<file path="src/rtl/pcie_rq_arb_pkg.sv">
// Shared types and helpers for the packet-atomic RQ arbiter.
// Optional build macro: RQ_ARB_PRIO0_EN (strict priority for requester 0).
package pcie_rq_arb_pkg;

    localparam int RQ_ARB_MAX_REQ = 8;

    typedef enum logic {
        ARB_IDLE = 1'b0,
        ARB_BUSY = 1'b1
    } arb_state_e;

    // Width of a grant index; never narrower than one bit.
    function automatic int grant_w(input int n);
        return (n <= 2) ? 1 : $clog2(n);
    endfunction

endpackage

</file>
<file path="src/rtl/pcie_rq_rr_pick.sv">
// Combinational round-robin picker: first asserted request scanning upward
// from last+1 (mod NUM_REQ); with prio0 set, request 0 always wins.
module pcie_rq_rr_pick
    import pcie_rq_arb_pkg::*;
#(
    parameter int NUM_REQ = 2,
    parameter int GRANT_W = grant_w(NUM_REQ)
) (
    input  logic [NUM_REQ-1:0] req,
    input  logic [GRANT_W-1:0] last,
    input  logic               prio0,
    output logic [GRANT_W-1:0] grant,
    output logic               any
);

    logic [NUM_REQ-1:0]   req_m;
    logic [2*NUM_REQ-1:0] req_dbl;
    logic [NUM_REQ-1:0]   req_rot;
    logic                 found;

    always_comb begin
        req_m = req;
        if (prio0) begin
            req_m[0] = 1'b0;
        end
        // Doubling the vector turns the modulo scan into a plain shift.
        req_dbl = {req_m, req_m};
        req_rot = NUM_REQ'(req_dbl >> (32'(last) + 32'd1));
        grant   = last;
        found   = 1'b0;
        for (int k = 0; k < NUM_REQ; k++) begin
            if (!found && req_rot[k]) begin
                found = 1'b1;
                grant = GRANT_W'((32'(last) + 32'd1 + 32'(k)) % 32'(NUM_REQ));
            end
        end
        if (prio0 && req[0]) begin
            grant = '0;
        end
        any = |req;
    end

endmodule

</file>
<file path="src/rtl/pcie_rq_arbiter.sv">
// Packet-atomic arbiter merging NUM_REQ requester RQ AXI-Stream channels.
// Build macro RQ_ARB_PRIO0_EN gives requester 0 strict priority.
module pcie_rq_arbiter
    import pcie_rq_arb_pkg::*;
#(
    parameter int NUM_REQ             = 2,
    parameter int C_DATA_WIDTH        = 128,
    parameter int KEEP_WIDTH          = C_DATA_WIDTH / 32,
    parameter int AXI4_RQ_TUSER_WIDTH = 62,
    parameter int GRANT_W             = grant_w(NUM_REQ)
) (
    input  logic                                   user_clk,
    input  logic                                   reset,
    input  logic                                   arb_enable,
    input  logic [NUM_REQ-1:0]                     s_axis_rq_tvalid,
    output logic [NUM_REQ-1:0]                     s_axis_rq_tready,
    input  logic [NUM_REQ*C_DATA_WIDTH-1:0]        s_axis_rq_tdata,
    input  logic [NUM_REQ*KEEP_WIDTH-1:0]          s_axis_rq_tkeep,
    input  logic [NUM_REQ*AXI4_RQ_TUSER_WIDTH-1:0] s_axis_rq_tuser,
    input  logic [NUM_REQ-1:0]                     s_axis_rq_tlast,
    input  logic                                   m_axis_rq_tready,
    output logic                                   m_axis_rq_tvalid,
    output logic [C_DATA_WIDTH-1:0]                m_axis_rq_tdata,
    output logic [KEEP_WIDTH-1:0]                  m_axis_rq_tkeep,
    output logic [AXI4_RQ_TUSER_WIDTH-1:0]         m_axis_rq_tuser,
    output logic                                   m_axis_rq_tlast,
    output logic                                   arb_busy,
    output logic [GRANT_W-1:0]                     arb_grant,
    output logic                                   arb_pkt_done
);

`ifdef RQ_ARB_PRIO0_EN
    localparam logic PRIO0 = 1'b1;
`else
    localparam logic PRIO0 = 1'b0;
`endif

    arb_state_e         state_q, state_d;
    logic [GRANT_W-1:0] grant_q, grant_d;
    logic [GRANT_W-1:0] last_grant_q, last_grant_d;
    logic               done_q, done_d;

    logic [GRANT_W-1:0] pick_grant;
    logic               pick_any;
    logic               busy;

    logic [C_DATA_WIDTH-1:0]        data_arr [NUM_REQ];
    logic [KEEP_WIDTH-1:0]          keep_arr [NUM_REQ];
    logic [AXI4_RQ_TUSER_WIDTH-1:0] user_arr [NUM_REQ];

    assign busy = (state_q == ARB_BUSY);

    genvar gi;
    generate
        for (gi = 0; gi < NUM_REQ; gi++) begin : g_req
            assign data_arr[gi] = s_axis_rq_tdata[gi*C_DATA_WIDTH +: C_DATA_WIDTH];
            assign keep_arr[gi] = s_axis_rq_tkeep[gi*KEEP_WIDTH +: KEEP_WIDTH];
            assign user_arr[gi] = s_axis_rq_tuser[gi*AXI4_RQ_TUSER_WIDTH +: AXI4_RQ_TUSER_WIDTH];
            assign s_axis_rq_tready[gi] = busy && (grant_q == GRANT_W'(gi)) && m_axis_rq_tready;
        end
    endgenerate

    pcie_rq_rr_pick #(
        .NUM_REQ (NUM_REQ),
        .GRANT_W (GRANT_W)
    ) u_pick (
        .req   (s_axis_rq_tvalid),
        .last  (last_grant_q),
        .prio0 (PRIO0),
        .grant (pick_grant),
        .any   (pick_any)
    );

    // Output mux; everything is forced to zero while no grant is held.
    always_comb begin
        m_axis_rq_tvalid = 1'b0;
        m_axis_rq_tdata  = '0;
        m_axis_rq_tkeep  = '0;
        m_axis_rq_tuser  = '0;
        m_axis_rq_tlast  = 1'b0;
        if (busy) begin
            m_axis_rq_tvalid = s_axis_rq_tvalid[grant_q];
            m_axis_rq_tdata  = data_arr[grant_q];
            m_axis_rq_tkeep  = keep_arr[grant_q];
            m_axis_rq_tuser  = user_arr[grant_q];
            m_axis_rq_tlast  = s_axis_rq_tlast[grant_q];
        end
    end

    always_comb begin
        state_d      = state_q;
        grant_d      = grant_q;
        last_grant_d = last_grant_q;
        done_d       = 1'b0;
        case (state_q)
            ARB_IDLE: begin
                if (arb_enable && pick_any) begin
                    state_d = ARB_BUSY;
                    grant_d = pick_grant;
                end
            end
            ARB_BUSY: begin
                if (m_axis_rq_tvalid && m_axis_rq_tready && m_axis_rq_tlast) begin
                    state_d      = ARB_IDLE;
                    last_grant_d = grant_q;
                    done_d       = 1'b1;
                end
            end
            default: state_d = ARB_IDLE;
        endcase
    end

    // last_grant resets to the top index so requester 0 is first in line.
    always_ff @(posedge user_clk or posedge reset) begin
        if (reset) begin
            state_q      <= ARB_IDLE;
            grant_q      <= '0;
            last_grant_q <= GRANT_W'(NUM_REQ - 1);
            done_q       <= 1'b0;
        end else begin
            state_q      <= state_d;
            grant_q      <= grant_d;
            last_grant_q <= last_grant_d;
            done_q       <= done_d;
        end
    end

    assign arb_busy     = busy;
    assign arb_grant    = grant_q;
    assign arb_pkt_done = done_q;

endmodule
</file>
<file path="config.mk">
export PLATFORM = sky130hd
export DESIGN_NAME = pcie_rq_arbiter
export DESIGN_NICKNAME = d
export VERILOG_FILES = /design/src/rtl/pcie_rq_arb_pkg.sv /design/src/rtl/pcie_rq_rr_pick.sv /design/src/rtl/pcie_rq_arbiter.sv
export SDC_FILE = /design/constraint.sdc
export NUM_CORES = 1
export LEC_CHECK = 0
export ABC_AREA = 0
export CAP_MARGIN = 20
export CORE_AREA = 2 2 230 232
export CTS_BUF_LIST = sky130_fd_sc_hd__clkbuf_8
export DETAILED_ROUTE_END_ITERATION = 12
export DIE_AREA = 0 0 232 234
export PLACE_DENSITY = 0.44
export SKIP_CTS_REPAIR_TIMING = 1
export SLEW_MARGIN = 10
export SYNTH_ARGS = -nofsm -noshare
export SYNTH_HDL_FRONTEND = slang
export SYNTH_HIERARCHICAL = 1
export SYNTH_SLANG_ARGS = --single-unit
</file>
<file path="constraint.sdc">
create_clock -name user_clk -period 1.7 [get_ports user_clk]
set_input_delay 0.34 -clock user_clk [delete_from_list [all_inputs] [get_ports user_clk]]
set_output_delay 0.34 -clock user_clk [all_outputs]
set_load 0.02 [all_outputs]
</file>
* Word-level counts from Yosys, hierarchy flattened
Cells that the tools add are included.
Storage, ports and cells: register bits 4, input port bits 396, output and inout port bits 201, logic and storage cells 50
Cells by class: $add $sub $neg 2, magnitude comparators 2, shift-type cells 1, multiplexer cells 26, bitwise operators 3, reductions and logical operators 12
Operators by type and width (count):
- two-way mux 128 bit | 4
- two-way mux 62 bit | 4
- two-way mux 4 bit | 4
- two-way mux 1 bit | 13
- logical AND 1 bit | 8
- AND reduction 2 bit | 2
- right shift 4 x 2 -> 2 bit | 1
- adder 1 x 1 -> 2 bit, second input constant | 1
- greater-or-equal comparator 2 bit, second input constant | 1
- < comparator 1 x 2 -> 1 bit, second input constant | 1
- NOT 1 bit | 2
- NOT 1 -> 2 bit | 1
- case mux 1 bit (2 select lines) | 1
- OR reduction 2 bit | 1
- adder 1 bit, second input constant | 1
- logical NOT 1 bit | 1

* Depth between registers and ports, before layout
depth in word-level cells 7, mapped depth 5, depth with buffers taken out 4

* Cells and area by module
The synthesis kept the hierarchy.
Modules (own cells, without submodules):
- pcie_rq_arbiter | instances 1, cells an instance 452, area each 3595.9 um^2
- pcie_rq_rr_pick | instances 1, cells an instance 3, area each 18.8 um^2

* Least setup slack after synthesis
Ideal clock, no wire load.
path type flip-flop to output port, from register grant_q (netlist: arb_grant), to output m_axis_rq_tuser[44], data arrival time 1434 ps, setup slack -74 ps, cell stages (with the launch flop) 6, cell sequence dfrtp_1 buf_6 buf_4 buf_4 mux2i_1 nor2b_1
Between the ends: longest elaborated chain between the ends 5
RTL lines:
- from (decl) | line pcie_rq_arbiter.sv:39 | logic [GRANT_W-1:0] grant_q, grant_d;
- from (signal assigned) | line pcie_rq_arbiter.sv:122 | grant_q <= grant_d;
- NOT 1 -> 2 bit (implied by the code) | line pcie_rq_arbiter.sv:85 | m_axis_rq_tuser = user_arr[grant_q];
- two-way mux 62 bit (implied by the code) (3 in series) | line pcie_rq_arbiter.sv:85
- two-way mux 62 bit | line pcie_rq_arbiter.sv:81 | if (busy) begin
- to (decl) | line pcie_rq_arbiter.sv:25 | output logic [AXI4_RQ_TUSER_WIDTH-1:0] m_axis_rq_tuser,
Every way passes these cells. The select of a mux whose other input is x is not followed.

* Worst setup path in the final report
from register grant_q (netlist: arb_grant), to output m_axis_rq_tdata[100]
Between the ends: longest elaborated chain between the ends 5
RTL lines:
- NOT 1 -> 2 bit (implied by the code) | line pcie_rq_arbiter.sv:83 | m_axis_rq_tdata = data_arr[grant_q];
- two-way mux 128 bit (implied by the code) (3 in series) | line pcie_rq_arbiter.sv:83
- two-way mux 128 bit | line pcie_rq_arbiter.sv:81
- to (decl) | line pcie_rq_arbiter.sv:23 | output logic [C_DATA_WIDTH-1:0] m_axis_rq_tdata,
Every way passes these cells. The select of a mux whose other input is x is not followed.

==> results.json <==
{
  "worst-endpoint-required_ns": 1.36,
  "std_cell_rows": 84,
  "worstReg2RegEnd": "last_grant_q$_DFFE_PP1P_",
  "postSynthCellCount": 455,
  "synthesis.area_mm2": 0.00361,
  "max_freq_ghz": 0.501,
  "syn-num-nets": 851,
  "die_w_um": 232,
  "area.growth.synth_to_final_pct": 213,
  "routed-via-count": 5662,
  "synth.lib_cells_used.distinct": 20,
  "peakVddDrop_uv": 580,
  "layout_setup_ws_ns": -0.295,
  "r2r-start": "arb_grant$_DFFE_PP0P_",
  "route.antenna.remaining_nets": 0,
  "tritoncts.num_buffers": 3,
  "placeableCoreArea_mm2": 0.0520,
  "commonest_non_fill_non_tap_cell_in_the_layout": "sky130_fd_sc_hd__clkdlybuf4s50_1",
  "final-seq-area_um2": 109,
  "timing.reg2reg.setup_slack_ns": -0.04,
  "timing.critical_path.buf_inv": 3,
  "critical-path-slowest-cell": "sky130_fd_sc_hd__dfrtp_4",
  "post-route-drc-count": 0,
  "diodes": 0,
  "tritoncts": "yes",
  "setup.worst_path.start_class": "flip-flop",
  "final_layout_size_suffix_gt1_frac": 0.298,
  "period_needed_ns": 1.99,
  "max_stage_delay_ns": 0.47,
  "clock_latency_on_the_worst_skew_pair_ns": 0.22,
  "final_util": 0.218,
  "antenna_violations_before_repair": 1,
  "die_area_mm2": 0.0543,
  "htree_num_levels": 1,
  "drv.max_cap_violation_count": 0,
  "crit_cells": 5,
  "worst_setup_hold_path_clk_slew_ns": 0.04,
  "tightest_hold_check_type": "in -> async",
  "layout_common_cells": "sky130_fd_sc_hd__clkdlybuf4s50_1 (397), sky130_fd_sc_hd__mux2i_1 (169), sky130_fd_sc_hd__nor2b_2 (118)",
  "final.fill_count": 5740,
  "count_of_input_and_output_buffers": 596,
  "start_util": 0.0695,
  "netlist.top_cell.by_area": "sky130_fd_sc_hd__mux2i_1",
  "die_height_um": 234,
  "multiInputGateArea_mm2": 0.00372,
  "synth_seq_area_share": 0.0280,
  "detailedPlacementHpwl_um": 22900,
  "critical_path.cell_chain": "buf_12, buf_16, mux2i_2, nor2b_2, dlymetal6s2s_1",
  "clock_sinks": 4,
  "first_pass_grt_wire_length_um": 35400,
  "layout.cell_area.non_filler_mm2": 0.0113,
  "timing.final.hold_violations": 0,
  "ctsRootBufferMaster": "sky130_fd_sc_hd__clkbuf_8",
  "detail_route.first_pass.iterations": 4,
  "globalRouteTotalUtil": 0.0853,
  "critical_path.max_fanout": 14,
  "leakage_nw": 5.53,
  "dominant_cells_by_area_after_synthesis": "sky130_fd_sc_hd__mux2i_1 (54%), sky130_fd_sc_hd__nor2b_1 (34%), sky130_fd_sc_hd__buf_4 (2.7%)",
  "timing.critical_path.to_type": "output port",
  "critPathLaunch": "arb_grant$_DFFE_PP0P_",
  "run_status": "finished with violations",
  "place_area_mm2": 0.0111,
  "postRouteWirelength_um": 26600,
  "rsz_0062_raised_after_global_routing": "true",
  "avgViaCountPerCell": 3.22,
  "final_min_period_over_clock_period": 1.17,
  "avgSynthCellArea_um2": 7.94,
  "failed_checks": "setup timing",
  "gp_congestion": 0.800,
  "power_mw": 14.0,
  "post_drt_wl_per_cell_um": 15.2,
  "worst-setup-path-type": "reg -> out",
  "grt.overflow.total": 0,
  "ctsLongestPathBuffers": 2,
  "crit_path_end": "m_axis_rq_tdata[100]",
  "grt_pass1_vias": 5814,
  "synth_top_area_share": 0.543,
  "pin_count_of_the_biggest_net_entering_global_routing": 30,
  "drv_slew": 0,
  "top_level_ports": 597,
  "final_worst_clock_skew_ns": 0.00458,
  "setup_viol": 199,
  "fin_nets": 1465,
  "synth_seq_cells": 4,
  "r2r.worst_path.cells": 5,
  "cpLargestDelayFamily": "buffers and inverters",
  "yosys_warnings": 6,
  "power-per-cell-area_mw_per_mm2": 1240,
  "cp.arrival_ns": 1.65,
  "drt_first_iter_violations": 86
}
## flip-flops by register name, summed over array words and instances (netlist names)
register	count
arb_pkt_done	1
arb_busy	1
arb_grant	1
last_grant_q	1
## layout make-up
cell class,instances,share of cell area
Multi-Input combinational cell,406,0.329
Timing Repair Buffer,653,0.581
Clock inverter,1,0.000331
Sequential cell,4,0.00961
Inverter,1,0.000331
Clock buffer,3,0.00364
Tap cell,688,0.0760
## power breakdown
group,internal (mW),switching (mW),leakage (nW)
Clock,0.154,0.0548,0.0269
Combinational,7.03,6.53,5.46
Sequential,0.153,0.0697,0.0449
## layer usage
metal	vias up	routed length, um	global-route usage
met5	-	7	0
met4	2	240	0.0156
met3	10	2230	0.0185
met2	299	14200	0.166
met1	2581	9940	0.0945
li1	2770	-	-
## synthesized netlist by cell type
master                     number
sky130_fd_sc_hd__dfstp_2        1
sky130_fd_sc_hd__nor2b_1      196
sky130_fd_sc_hd__o21a_1         1
sky130_fd_sc_hd__buf_2         10
sky130_fd_sc_hd__conb_1         1
sky130_fd_sc_hd__a21oi_1        1
sky130_fd_sc_hd__or2_1          1
sky130_fd_sc_hd__dfrtp_1        3
sky130_fd_sc_hd__mux2i_1      196
sky130_fd_sc_hd__mux2_1         1
sky130_fd_sc_hd__nor2_1         3
sky130_fd_sc_hd__buf_6          1
sky130_fd_sc_hd__buf_4         13
sky130_fd_sc_hd__clkbuf_1      20
sky130_fd_sc_hd__mux2_2         1
sky130_fd_sc_hd__nand2_1        2
sky130_fd_sc_hd__inv_1          1
sky130_fd_sc_hd__o21ai_1        1
sky130_fd_sc_hd__and3_1         1
sky130_fd_sc_hd__and4bb_1       1
## worst min path at each step
| stage | endpoint | cells past startpoint |
|---|---|---|
| after detailed placement | arb_pkt_done$_DFF_PP0_ | 2 |
| after floorplan | arb_busy$_DFF_PP0_ | 1 |
| final | arb_busy$_DFF_PP0_ | 2 |
| after global placement | arb_pkt_done$_DFF_PP0_ | 2 |
| after global routing | arb_busy$_DFF_PP0_ | 2 |
| after CTS | arb_busy$_DFF_PP0_ | 2 |
## kinds of logic after synthesis
| logic type | Yosys count | share of synthesized area |
|---|---|---|
| and+or+nand+nor | 204 | 0.351 |
| muxes | 198 | 0.549 |
| buffers and inverters | 45 | 0.0658 |
| DFF | 4 | 0.0280 |
| AOI/OAI and AO/OA | 3 | 0.00484 |
| other | 1 | 0.00104 |
## per-stage QoR
| step | setup WS (ns) | setup TNS (ns) | std cells | hold WS (ns) |
|---|---|---|---|---|
| after floorplan | 0.00845 | 0 | 455 | 0.105 |
| after global placement | -0.548 | -72.15 | 1746 | 0.641 |
| after detailed placement | -0.559 | -74.12 | 1746 | 0.643 |
| after CTS | -0.800 | -122.14 | 1750 | 0.405 |
| after global routing | -0.361 | -48.68 | 1756 | 0.396 |
| final | -0.295 | -35.79 | 1756 | 0.374 |
Note: power is estimated with default switching activity, not from simulation.
==> RTL change: new RTL, config.mk and constraints unchanged <==
Reset style: synchronous (`reset`), changed in one clocked block.
--- a/src/rtl/pcie_rq_arbiter.sv
+++ b/src/rtl/pcie_rq_arbiter.sv
@@ -111,7 +111,7 @@
     end
 
     // last_grant resets to the top index so requester 0 is first in line.
-    always_ff @(posedge user_clk or posedge reset) begin
+    always_ff @(posedge user_clk) begin
         if (reset) begin
             state_q      <= ARB_IDLE;
             grant_q      <= '0;
Formal check against the unedited RTL: differs if reset is asserted again (counterexample within 4 cycles, from zero or initial values and one cycle with reset high); with reset held inactive, the same outputs for 4 cycles.
==> RTL change against the unedited design <==
  * The run still ends with negative setup slack left
  * Area after synthesis up 3.1%
  * Worst setup slack gained 0.059 ns
  * Sequential cell count is the same
  * Hold slack better by 0.23 ns
  * Cell area is 0.32% lower
  * Wire length up 27%
  * Die area unchanged
  * Critical endpoint is now m_axis_rq_tdata[122]
Power is left out: it rests on default switching activity, and per cell area and clock period it moved more than threefold.
==> RTL change: results (changes against the unedited design) <==
[clock_tree]
cts-root-buf=clkbuf_8  ; unchanged
htreeDepth=1  ; unchanged
cts.path.max_buffers=2  ; unchanged
cts_buffers=3  ; unchanged
insertion_delay_ns=0.22  ; about the same

[global_route]
grt_max_degree=43  ; was 30
antenna_found_initial=14  ; was 1
grt_pass1_wl_um=41400  ; was 35,400 um
grtUsageTotal_pct=10.5  ; was 8.53%
grt_pass1_vias=5998  ; was 5,814

[logic_synthesis]
syn_nets=857  ; was 851
syn_avg_cell_area_um2=8.08  ; was 7.94 um^2
yosysSeqAreaShare_pct=2.15  ; was 2.80%
synth.distinct_cells=22  ; was 20
synthTopCellsByArea=mux2i_1 53%, nor2b_1 33%, buf_6 6.0%, dfxtp_1 2.1%, clkbuf_1 2.0%  ; was mux2i_1 54%, nor2b_1 34%, buf_4 2.7%, clkbuf_1 2.1%, dfrtp_1 2.1%
yosys_warnings=6  ; unchanged
ys.flop_type=dfxtp_1  ; was dfrtp_1
synth-async-reset-ratio_pct=0  ; was 100%
synth_commonest_cells=197 x mux2i_1, 196 x nor2b_1, 20 x buf_6, 20 x clkbuf_1, 4 x dfxtp_1  ; was 196 x mux2i_1, 196 x nor2b_1, 20 x clkbuf_1

[hold_path]
hp-class=flip-flop to flip-flop  ; was primary input to async pin
whs_path_depth=2

[layout]
layout_commonest_cell=clkdlybuf4s50_1  ; unchanged
drive_gt1_share_pct=19.4  ; was 29.8%
finalNonFillerCells=1790  ; was 1,756
fin_nets=1497  ; was 1,465

[place]
place_area_um2=10800  ; was 11,100 um^2
place_hpwl_um=28300  ; was 22,900 um
dp_slack_ns=-0.476  ; was -0.559 ns
dp.cells=1756  ; was 1,746
gp_congestion=0.788  ; was 0.800
portBuffers=596  ; unchanged

[setup_path]
ff2ff_path_depth=5  ; unchanged
arrival_ns=1.60  ; was 1.65 ns
slowest_delay_ns=0.38  ; was 0.47 ns
slowest_stage=dfxtp_4  ; was dfrtp_4
crit_path_max_fanout=24  ; was 14

[routing]
drtIter0Drc=110  ; was 86
via_count=5919  ; was 5,662
drt_first_pass_iters=4  ; unchanged
wire_per_inst_um=18.9  ; was 15.2 um

[status]
violations=negative setup slack  ; unchanged
status=complete, but fails checks  ; unchanged

[sta]
setup_viol=177  ; was 199
fin_ws_ns=-0.236  ; was -0.295 ns
worst_clock_skew_ns=0.00339  ; was 0.00458 ns

-- RTL change: logic make-up after synthesis --
kind of cell / count (synthesis) / share of synthesized area [%]
AO/OA/AOI/OAI: 8 / 1.58
flip-flops: 4 / 2.15
other: 1 / 0.101
multiplexers: 197 / 52.9
buffers and inverters: 45 / 8.86
AND/OR/NAND/NOR: 206 / 34.4
-- RTL change: critical path: cells and delay by family, from the launching register on --
family                 cells  cell delay (ns)
buffers and inverters      3             0.61
flip-flops                 1             0.38
AND/OR/NAND/NOR            1             0.07
multiplexers               1             0.28
-- RTL change: layout make-up --
type	count	area [um^2]
sequential	4	87.6
timing repair buffer	680	6830
clock buffer	3	41.3
multi-input combinational	412	3460
antenna	3	7.51
fill	5788	40700
tap	688	861
-- RTL change: through the flow --
| step | TNS (ns) | hold slack [ns] |
|---|---|---|
| 6_report | -21.79 | 0.602 |
| 5_1_grt | -35.49 | 0.626 |
| 4_1_cts | -98.11 | 0.606 |
| 3_5_place_dp | -57.69 | 0.599 |
| 3_3_place_gp | -57.40 | 0.541 |
| 2_1_floorplan | 0 | 0.412 |
-- RTL change: final timing paths --
| kind | slack [ns] | startpoint | to |
|---|---|---|---|
| max | -0.24 | arb_grant | m_axis_rq_tdata[122] |
| min | 0.60 | last_grant_q | last_grant_q |
| max reg2reg | 0.44 | arb_grant | arb_busy |
| min reg2reg | 0.60 | last_grant_q | last_grant_q |
-- RTL change: metal layers --
metal  vias up  global-route usage [%]  wire (um)
met1      2666                    11.1      12800
met4         6                    1.56        399
met2       372                    20.9      17700
met3        34                    2.74       2900
met5         -                       0         31
li1       2841                       -          -
